[config.mk]
export PLATFORM = sky130hd
export DESIGN_NAME = mdu_iter
export DESIGN_NICKNAME = d
export VERILOG_FILES = /design/src/rtl/mdu_pkg.sv /design/src/rtl/mdu_div_step.sv /design/src/rtl/mdu_iter.sv
export SDC_FILE = /design/constraint.sdc
export NUM_CORES = 2
export LEC_CHECK = 0
export CAP_MARGIN = 20
export CORE_AREA = 2 2 285 287
export CTS_BUF_LIST = sky130_fd_sc_hd__clkbuf_4
export DETAILED_ROUTE_END_ITERATION = 16
export DIE_AREA = 0 0 287 289
export PLACE_DENSITY_LB_ADDON = 0.15
export SYNTH_ARGS = -nofsm -noshare
export SYNTH_HDL_FRONTEND = slang
export SYNTH_HIERARCHICAL = 1
export SYNTH_SLANG_ARGS = --single-unit
[constraint.sdc]
create_clock -name clk -period 9.9 [get_ports clk]
set_input_delay 1.98 -clock clk [delete_from_list [all_inputs] [get_ports clk]]
set_output_delay 1.98 -clock clk [all_outputs]
set_load 0.02 [all_outputs]
[src/rtl/mdu_pkg.sv]
// Shared definitions for the iterative multiply/divide unit: operation
// encodings and the controller state type.
package mdu_pkg;

  localparam logic [1:0] MDU_MULT  = 2'd0;
  localparam logic [1:0] MDU_MULTU = 2'd1;
  localparam logic [1:0] MDU_DIV   = 2'd2;
  localparam logic [1:0] MDU_DIVU  = 2'd3;

  typedef enum logic [2:0] {
    S_IDLE,
    S_MUL,
    S_DIV,
    S_FIX,
    S_DONE
  } mdu_state_t;

endpackage

[src/rtl/mdu_div_step.sv]
// One radix-2 restoring-division step. The next dividend bit is shifted into
// the partial remainder, the divisor is trial-subtracted, and the subtraction
// is kept only when it does not go negative.
module mdu_div_step #(
  parameter int XLEN = 32
) (
  input  logic [XLEN-1:0] rem_in,
  input  logic            dvd_bit,
  input  logic [XLEN-1:0] divisor,
  output logic [XLEN-1:0] rem_out,
  output logic            q_bit
);

  logic [XLEN:0] shifted;
  logic [XLEN:0] trial;

  // Trial subtraction; the extra top bit is the borrow and decides the quotient bit.
  always_comb begin
    shifted = {rem_in, dvd_bit};
    trial   = shifted - {1'b0, divisor};
    q_bit   = ~trial[XLEN];
    rem_out = q_bit ? trial[XLEN-1:0] : shifted[XLEN-1:0];
  end

endmodule

[src/rtl/mdu_iter.sv]
// Multi-cycle multiply/divide engine for the EXE stage.
// MULT/MULTU finish after MUL_LAT cycles; DIV/DIVU run a restoring divider
// for XLEN cycles followed by one sign fix-up cycle. The result is held
// until the consumer takes it. Optional build macro MDU_DIV_EARLY_OUT_EN
// skips the iteration when the divisor is zero or |dividend| < |divisor|.
module mdu_iter #(
  parameter int XLEN    = 32,
  parameter int MUL_LAT = 2
) (
  input  logic            clk,
  input  logic            reset,
  input  logic            in_valid,
  output logic            in_ready,
  input  logic [1:0]      in_op,
  input  logic [XLEN-1:0] in_src1,
  input  logic [XLEN-1:0] in_src2,
  input  logic            flush,
  output logic            out_valid,
  input  logic            out_ready,
  output logic [XLEN-1:0] out_hi,
  output logic [XLEN-1:0] out_lo,
  output logic            busy
);

  import mdu_pkg::*;

  localparam int CNT_MAX  = (XLEN > MUL_LAT) ? XLEN : MUL_LAT;
  localparam int CNT_W    = $clog2(CNT_MAX);
  // The MUL state lasts MUL_LAT-1 cycles; the counter ends at zero.
  localparam int MUL_LOAD = (MUL_LAT >= 2) ? MUL_LAT - 2 : 0;

  mdu_state_t state, state_nxt;

  logic            accept;
  logic            is_div_in;
  logic            div_signed_in;
  logic [XLEN-1:0] dvd_mag_in;
  logic [XLEN-1:0] dvs_mag_in;
  logic            early_out;

  logic [XLEN-1:0] src1_q;
  logic [XLEN-1:0] src2_q;
  logic [XLEN-1:0] dvs_mag_q;
  logic            mul_signed_q;
  logic            q_neg_q;
  logic            r_neg_q;
  logic            div_zero_q;
  logic [CNT_W-1:0] cnt_q;
  logic [XLEN-1:0] rem_q;
  logic [XLEN-1:0] quo_q;
  logic [XLEN-1:0] res_hi_q;
  logic [XLEN-1:0] res_lo_q;

  logic [XLEN-1:0]   mul_a;
  logic [XLEN-1:0]   mul_b;
  logic              mul_sgn;
  logic [2*XLEN-1:0] product;

  logic [XLEN-1:0] step_rem;
  logic            step_q;

  // Decode the incoming request: accept condition and divide operand magnitudes.
  always_comb begin
    accept        = in_valid & (state == S_IDLE) & ~flush;
    is_div_in     = (in_op == MDU_DIV) || (in_op == MDU_DIVU);
    div_signed_in = (in_op == MDU_DIV);
    dvd_mag_in    = (div_signed_in & in_src1[XLEN-1]) ? -in_src1 : in_src1;
    dvs_mag_in    = (div_signed_in & in_src2[XLEN-1]) ? -in_src2 : in_src2;
`ifdef MDU_DIV_EARLY_OUT_EN
    early_out     = (in_src2 == '0) || (dvd_mag_in < dvs_mag_in);
`else
    early_out     = 1'b0;
`endif
  end

  // Full-width product; with single-cycle latency it is taken straight from the request.
  always_comb begin
    if (MUL_LAT == 1) begin
      mul_a   = in_src1;
      mul_b   = in_src2;
      mul_sgn = (in_op == MDU_MULT);
    end else begin
      mul_a   = src1_q;
      mul_b   = src2_q;
      mul_sgn = mul_signed_q;
    end
    product = {{XLEN{mul_sgn & mul_a[XLEN-1]}}, mul_a}
            * {{XLEN{mul_sgn & mul_b[XLEN-1]}}, mul_b};
  end

  mdu_div_step #(.XLEN(XLEN)) u_div_step (
    .rem_in  (rem_q),
    .dvd_bit (quo_q[XLEN-1]),
    .divisor (dvs_mag_q),
    .rem_out (step_rem),
    .q_bit   (step_q)
  );

  // State register.
  always_ff @(posedge clk) begin
    // NOTE: sequential state uses non-blocking (<=) so every flop samples pre-edge values.
    if (reset) state <= S_IDLE;
    else       state <= state_nxt;
  end

  // Next-state logic; flush overrides every transition.
  always_comb begin
    // NOTE: default assignment first so no path leaves state_nxt unassigned (no latch).
    state_nxt = state;
    case (state)
      S_IDLE: begin
        if (accept) begin
          if (is_div_in)         state_nxt = early_out ? S_FIX : S_DIV;
          else if (MUL_LAT == 1) state_nxt = S_DONE;
          else                   state_nxt = S_MUL;
        end
      end
      S_MUL:   if (cnt_q == '0) state_nxt = S_DONE;
      S_DIV:   if (cnt_q == '0) state_nxt = S_FIX;
      S_FIX:   state_nxt = S_DONE;
      S_DONE:  if (out_ready) state_nxt = S_IDLE;
      default: state_nxt = S_IDLE;
    endcase
    if (flush) state_nxt = S_IDLE;
  end

  // Handshake outputs are pure decodes of the state register.
  always_comb begin
    in_ready  = (state == S_IDLE);
    busy      = (state != S_IDLE);
    out_valid = (state == S_DONE);
  end

  assign out_hi = res_hi_q;
  assign out_lo = res_lo_q;

  // Operand capture, iteration, sign fix-up and result holding.
  always_ff @(posedge clk) begin
    if (reset) begin
      // NOTE: the datapath is reset too because out_hi/out_lo have defined reset values.
      src1_q       <= '0;
      src2_q       <= '0;
      dvs_mag_q    <= '0;
      mul_signed_q <= 1'b0;
      q_neg_q      <= 1'b0;
      r_neg_q      <= 1'b0;
      div_zero_q   <= 1'b0;
      cnt_q        <= '0;
      rem_q        <= '0;
      quo_q        <= '0;
      res_hi_q     <= '0;
      res_lo_q     <= '0;
    end else if (!flush) begin
      case (state)
        S_IDLE: begin
          if (accept) begin
            src1_q       <= in_src1;
            src2_q       <= in_src2;
            dvs_mag_q    <= dvs_mag_in;
            mul_signed_q <= (in_op == MDU_MULT);
            q_neg_q      <= div_signed_in & (in_src1[XLEN-1] ^ in_src2[XLEN-1]);
            r_neg_q      <= div_signed_in & in_src1[XLEN-1];
            div_zero_q   <= (in_src2 == '0);
            if (is_div_in) begin
              cnt_q <= CNT_W'(XLEN - 1);
              if (early_out) begin
                // Quotient is zero and the remainder is the whole dividend.
                quo_q <= '0;
                rem_q <= dvd_mag_in;
              end else begin
                // quo_q starts as the dividend and is shifted out as quotient bits enter.
                quo_q <= dvd_mag_in;
                rem_q <= '0;
              end
            end else begin
              cnt_q <= CNT_W'(MUL_LOAD);
              if (MUL_LAT == 1) {res_hi_q, res_lo_q} <= product;
            end
          end
        end
        S_MUL: begin
          if (cnt_q == '0) {res_hi_q, res_lo_q} <= product;
          else             cnt_q <= cnt_q - 1'b1;
        end
        S_DIV: begin
          rem_q <= step_rem;
          quo_q <= {quo_q[XLEN-2:0], step_q};
          cnt_q <= cnt_q - 1'b1;
        end
        S_FIX: begin
          if (div_zero_q) begin
            res_lo_q <= '1;
            res_hi_q <= src1_q;
          end else begin
            // Most-negative / -1 lands here naturally: negating 2^(XLEN-1) wraps to itself.
            res_lo_q <= q_neg_q ? -quo_q : quo_q;
            res_hi_q <= r_neg_q ? -rem_q : rem_q;
          end
        end
        default: ;
      endcase
    end
  end

endmodule

After elaboration in Yosys (flattened, before gate mapping) --
Cells that the tools add are included.
Operators by class: reductions and logical operators 15, add/subtract/negate cells 6, equal/unequal tests 12, multipliers 1, bitwise gates (word level) 10, multiplexer cells 27
Operators by type and width (count):
- $mux 32 | 13
- $pmux 32 s2 | 4
- $neg 32->32 | 4
- $mul 33x33->64 | 1
- $sub 33x32->33 | 1
- $logic_not 32->1 | 1
- $mux 5 | 3
- $pmux 3 s5 | 1
- $pmux 5 s3 | 1
- $mux 3 | 4
- $reduce_and 4->1 | 3
- $and 1x1->1 | 7
- $eq 3x2->1 const B | 2
- $ne 2x1->1 const B | 3
- $ne 2x2->1 const B | 3
- $reduce_and 3->1 | 2
- $reduce_bool 3->1 | 2
- $logic_not 5->1 | 1
- $sub 5x1->5 const B | 1
- $eq 2x2->1 const B | 2
- $reduce_bool 2->1 | 2
- $eq 3x1->1 const B | 1
- $eq 3x3->1 const B | 1
- $logic_not 3->1 | 1
- 6 further kinds | 7
Storage, ports and cells: word-level logic and storage cells 84, bits in registers 236, output and inout bits 67

Depth between registers and ports, before layout --
depth in word-level cells 6, mapped depth 30

By module --
The synthesis kept the hierarchy.
Modules (own cells, without submodules):
- mdu_iter | times used 1, sequential area each 4704.5 um^2, cells each 5820, area an instance 50044.2 um^2
- mdu_div_step | times used 1, sequential area each 0.0 um^2, cells each 308, area an instance 2311.0 um^2

Worst setup path before layout --
Ideal clock, no wire load.
path type flip-flop to flip-flop, start point reg src1_q[31], in the netlist mul_a[31], end point reg res_hi_q[31], in the netlist out_hi[31], buffers on the path 3, clock period less this slack 8.113 ns, cell stages (with the launch flop) 31, slack 1.787 ns, arrival 7.996 ns, path through dfxtp_1 clkbuf_1 and2_1 clkbuf_1 nand2_1 inv_1 fa_1 inv_1 fa_1 inv_1 fa_1 fa_1 inv_1 fa_1 inv_1 fa_1 inv_1 fa_1 fa_1 inv_1 ha_1 clkbuf_1 a21oi_1 o21ai_0 a2111oi_0 nand2_1 a41oi_1 o21ai_1 a211oi_1 a41oi_1 a32o_1
On the way: word-level cells in the longest chain between the ends 4
Ends and longest elaborated chain:
- start: declaration | RTL line mdu_iter.sv:41 | logic [XLEN-1:0] src1_q;
- start signal: assignment | RTL line mdu_iter.sv:157 | src1_q <= in_src1;
- $and 1x1->1 | RTL line mdu_iter.sv:87 | product = {{XLEN{mul_sgn & mul_a[XLEN-1]}}, mul_a}
- $mul 33x33->64 | RTL line mdu_iter.sv:88 | * {{XLEN{mul_sgn & mul_b[XLEN-1]}}, mul_b};
- $mux 32 | RTL line mdu_iter.sv:182 | if (cnt_q == '0) {res_hi_q, res_lo_q} <= product;
- $pmux 32 s2 * | RTL line mdu_iter.sv:154 | case (state)
- end signal: assignment | RTL line mdu_iter.sv:177 | if (MUL_LAT == 1) {res_hi_q, res_lo_q} <= product;
- end signal: assignment | RTL line mdu_iter.sv:182
- end signal: assignment | RTL line mdu_iter.sv:193 | res_hi_q <= src1_q;
- end: declaration | RTL line mdu_iter.sv:51 | logic [XLEN-1:0] res_hi_q;
Every way passes the cells marked *; elsewhere a longest branch is shown, timed or not. The select of a mux whose other input is x is not followed. A chain may end at the register's enable or synchronous reset.

Worst setup path in the final report --
Ends and elaborated chain as after synthesis.

==> flow_metrics.py <==
metrics = {
    "critical_path": {
        "cpLargestDelayFamily": "adder cells",
        "worst_ep_required_time_ns": 10.53,
        "cp_slowest_cell": "fa_1",
        "cp.arrival_ns": 9.76,
        "cp_common_cell": "fa_1",
        "crit_fanout": 13,
        "cpPeakStageDelay_ns": 0.85,
        "ff2ff_path_depth": 27,
        "path_buf_inv": 7,
        "path_class": "flop to flop",
        "crit_cells": 27,
        "startpoint_type": "flop",
        "end_kind": "flop",
    },
    "sta": {
        "min_period_ns": 9.13,
        "clock_skew_ns": 0.0624,
        "hold_viol": 0,
        "maxSlewViolCount": 0,
        "tns_ns": 0,
        "finalCritPeriodShare_pct": 92.2,
        "timing.final.ws_setup_ns": 0.770,
        "setup_violations": 0,
        "timing.max_slew.rel_slack_pct": 21.8,
        "worst_slew_pin_slew_ns": 1.17,
        "rsz0062_at_grt": "false",
        "max_freq_mhz": 110,
    },
    "synth": {
        "synthFlopType": "dfxtp_1",
        "synth.top_cell.area_share_pct": 43.1,
        "yosysMostFrequentCell": "inv_1",
        "ys_seq_area_share_pct": 8.99,
        "synth-edff-count": 0,
        "synthesis.area_um2": 52400,
        "synth_seq_cells": 235,
        "synthTopCellsByCount": "inv_1, fa_1, nand2_1",
        "synth_largest_area_cell": "fa_1",
        "avgSynthCellArea_um2": 8.54,
        "synth_cell_types": 80,
        "synthTopCellsByArea": "fa_1, dfxtp_1, inv_1, nand2_1, ha_1",
        "yosys_warnings": 6,
        "synth_fp_nets": 7575,
        "synthArstFlopShare_pct": 0,
        "syn_inst": 6128,
    },
    "clock_tree": {
        "clk_latency_ns": 0.77,
        "holdBufCountCts": 0,
        "cts_tree": "built",
        "cts.path.max_buffers": 3,
        "root_buffer": "clkbuf_4",
        "post_cts_resized": 0,
        "htreeDepth": 3,
        "cts_setup_buffers": 0,
        "cts.sinks": 235,
        "clk_pin_slew_ns": 0.07,
        "cts_buffers": 69,
    },
    "outcome": {
        "status": "finished, final reports clean",
    },
    "place": {
        "place.gp.congestion": 0.970,
        "detailedPlace.worstSlack_ns": 0.998,
        "portBuffers": 137,
        "dp_hpwl_um": 121000,
    },
    "routing": {
        "routed_wl_um": 148000,
        "ant_nets": 0,
        "first_iter_violations": 3715,
        "vias": 42200,
        "via_per_inst": 5.90,
        "dr.pass1.iters": 6,
        "avgRoutedWirePerCell_um": 20.7,
        "drc": 0,
    },
    "global_route": {
        "grt_max_degree": 96,
        "overflow": 0,
        "grt_pass1_wl_um": 239000,
        "grt_pass1_vias": 44000,
        "antenna_found_initial": 2,
        "grt_usage_pct": 36.9,
    },
    "pwr": {
        "p_per_area_nw_per_um2": 56.8,
        "irDropWorstVdd_v": 0.0000996,
        "leakage_uw": 0.0261,
    },
    "final_layout": {
        "regArea_um2": 4710,
        "fin_nets": 7492,
        "area_growth_pct": 5.95,
        "fillers": 6505,
        "drive_above_1_share_pct": 4.68,
        "multi_input_area_um2": 41700,
    },
    "job": {
        "cap_violations": 0,
    },
    "floorplan": {
        "die_h_um": 289,
        "num_rows": 104,
        "coreArea_um2": 79900,
        "dieArea_um2": 82900,
        "pin_count": 138,
        "start_util_pct": 65.5,
        "die_w_um": 287,
    },
    "worst_hold_path": {
        "hp-class": "flop to flop",
        "holdPathStages": 2,
    },
}
power breakdown:
| part | leakage [uW] | internal, uW | switching [uW] | total [uW] |
|---|---|---|---|---|
| logic | 0.0237 | 391 | 689 | 1080 |
| registers | 0.00191 | 979 | 76.4 | 1060 |
| clock network | 0.000531 | 541 | 474 | 1020 |
| total | 0.0261 | 1910 | 1240 | 3150 |
tightest hold or removal path, cell delays in order (launching register included):
cell and delay, ns:
dfxtp_1 0.31, nand2_1 0.06, nand2_1 0.04
layout by cell type (no fill, tap or decap), drive strengths merged, types with 15 or more instances in the layout:
master         synthesis  routed
a31oi                 25      25
a21oi                282     282
o21bai                16      16
fa                  1126    1126
o221ai                30      30
o31ai                 34      34
nor2b                 15      15
a211oi                60      60
clkinv                 0      21
or2                   17      17
o211ai                23      23
a311oi                19      19
or3                   20      20
clkdlybuf4s50          0     136
a22oi                 42      42
buf                   16     114
and3                  27      27
a21o                  49      49
nor3                  54      54
nand2b                19      19
nor2                 264     264
inv                 1183    1184
o21ai                134     134
xor2                  88      88
nor4                  18      18
ha                   250     250
xnor2                113     113
o41ai                 17      17
nand4                 26      26
mux2                  27      27
clkbuf               388      93
nand3                 45      45
nand2               1007    1007
dfxtp                235     235
and2                 358     358
sequential cells by signal, indices dropped and copies added (netlist names):
| register | count |
|---|---|
| mul_a | 32 |
| quo_q | 32 |
| dvs_mag_q | 31 |
| out_hi | 32 |
| cnt_q | 5 |
| div_zero_q | 1 |
| state | 3 |
| rem_q | 32 |
| q_neg_q | 1 |
| r_neg_q | 1 |
| mul_sgn | 1 |
| mul_b | 32 |
| out_lo | 32 |
stage by stage:
step	cells	util (%)	hold slack, ns	cell area (um^2)	power, uW
floorplan	6128	-	0.432	52400	1750
global placement	7025	68.0	0.426	54300	2110
detailed placement	7028	68.1	0.445	54400	2130
CTS	7147	69.2	0.453	55300	3140
global route	7155	69.4	0.476	55500	3320
finish	7155	69.4	0.450	55500	3150
layer usage:
| metal | global-route usage (%) | wire length [um] |
|---|---|---|
| met1 | 48.6 | 57200 |
| met2 | 61.3 | 71700 |
| met3 | 5.61 | 12200 |
| met4 | 16.1 | 7060 |
| met5 | 0 | 0 |
area by class of cell:
cell class              count  share of cell area (%)
diodes                      2                 0.00902
clock buffers              93                    1.26
clock inverters            26                   0.381
inverters                1183                    8.00
multi-input cells        4306                    75.1
flip-flops and latches    235                    8.49
well taps                1060                    2.39
repair buffers            250                    4.33
worst paths after layout:
path	to	slack, ns	from
max	out_hi[31]$_SDFFE_PP0P_	0.77	mul_a[31]$_SDFFE_PP0P_
min	out_lo[30]$_SDFFE_PP0P_	0.45	out_lo[30]$_SDFFE_PP0P_
max reg2reg	out_hi[31]$_SDFFE_PP0P_	0.77	mul_a[31]$_SDFFE_PP0P_
min reg2reg	out_lo[30]$_SDFFE_PP0P_	0.45	out_lo[30]$_SDFFE_PP0P_
logic make-up after synthesis:
| logic type | count (synthesis) | synth area share [%] |
|---|---|---|
| adder cells (fa/ha/maj) | 1376 | 49.0 |
| AO/OA/AOI/OAI | 787 | 9.57 |
| AND/OR/NAND/NOR | 1904 | 16.6 |
| buffers and inverters | 1587 | 11.5 |
| multiplexers | 38 | 0.977 |
| flip-flops | 235 | 8.99 |
| XOR/XNOR | 201 | 3.38 |
Power figures use the tool's default switching activity.
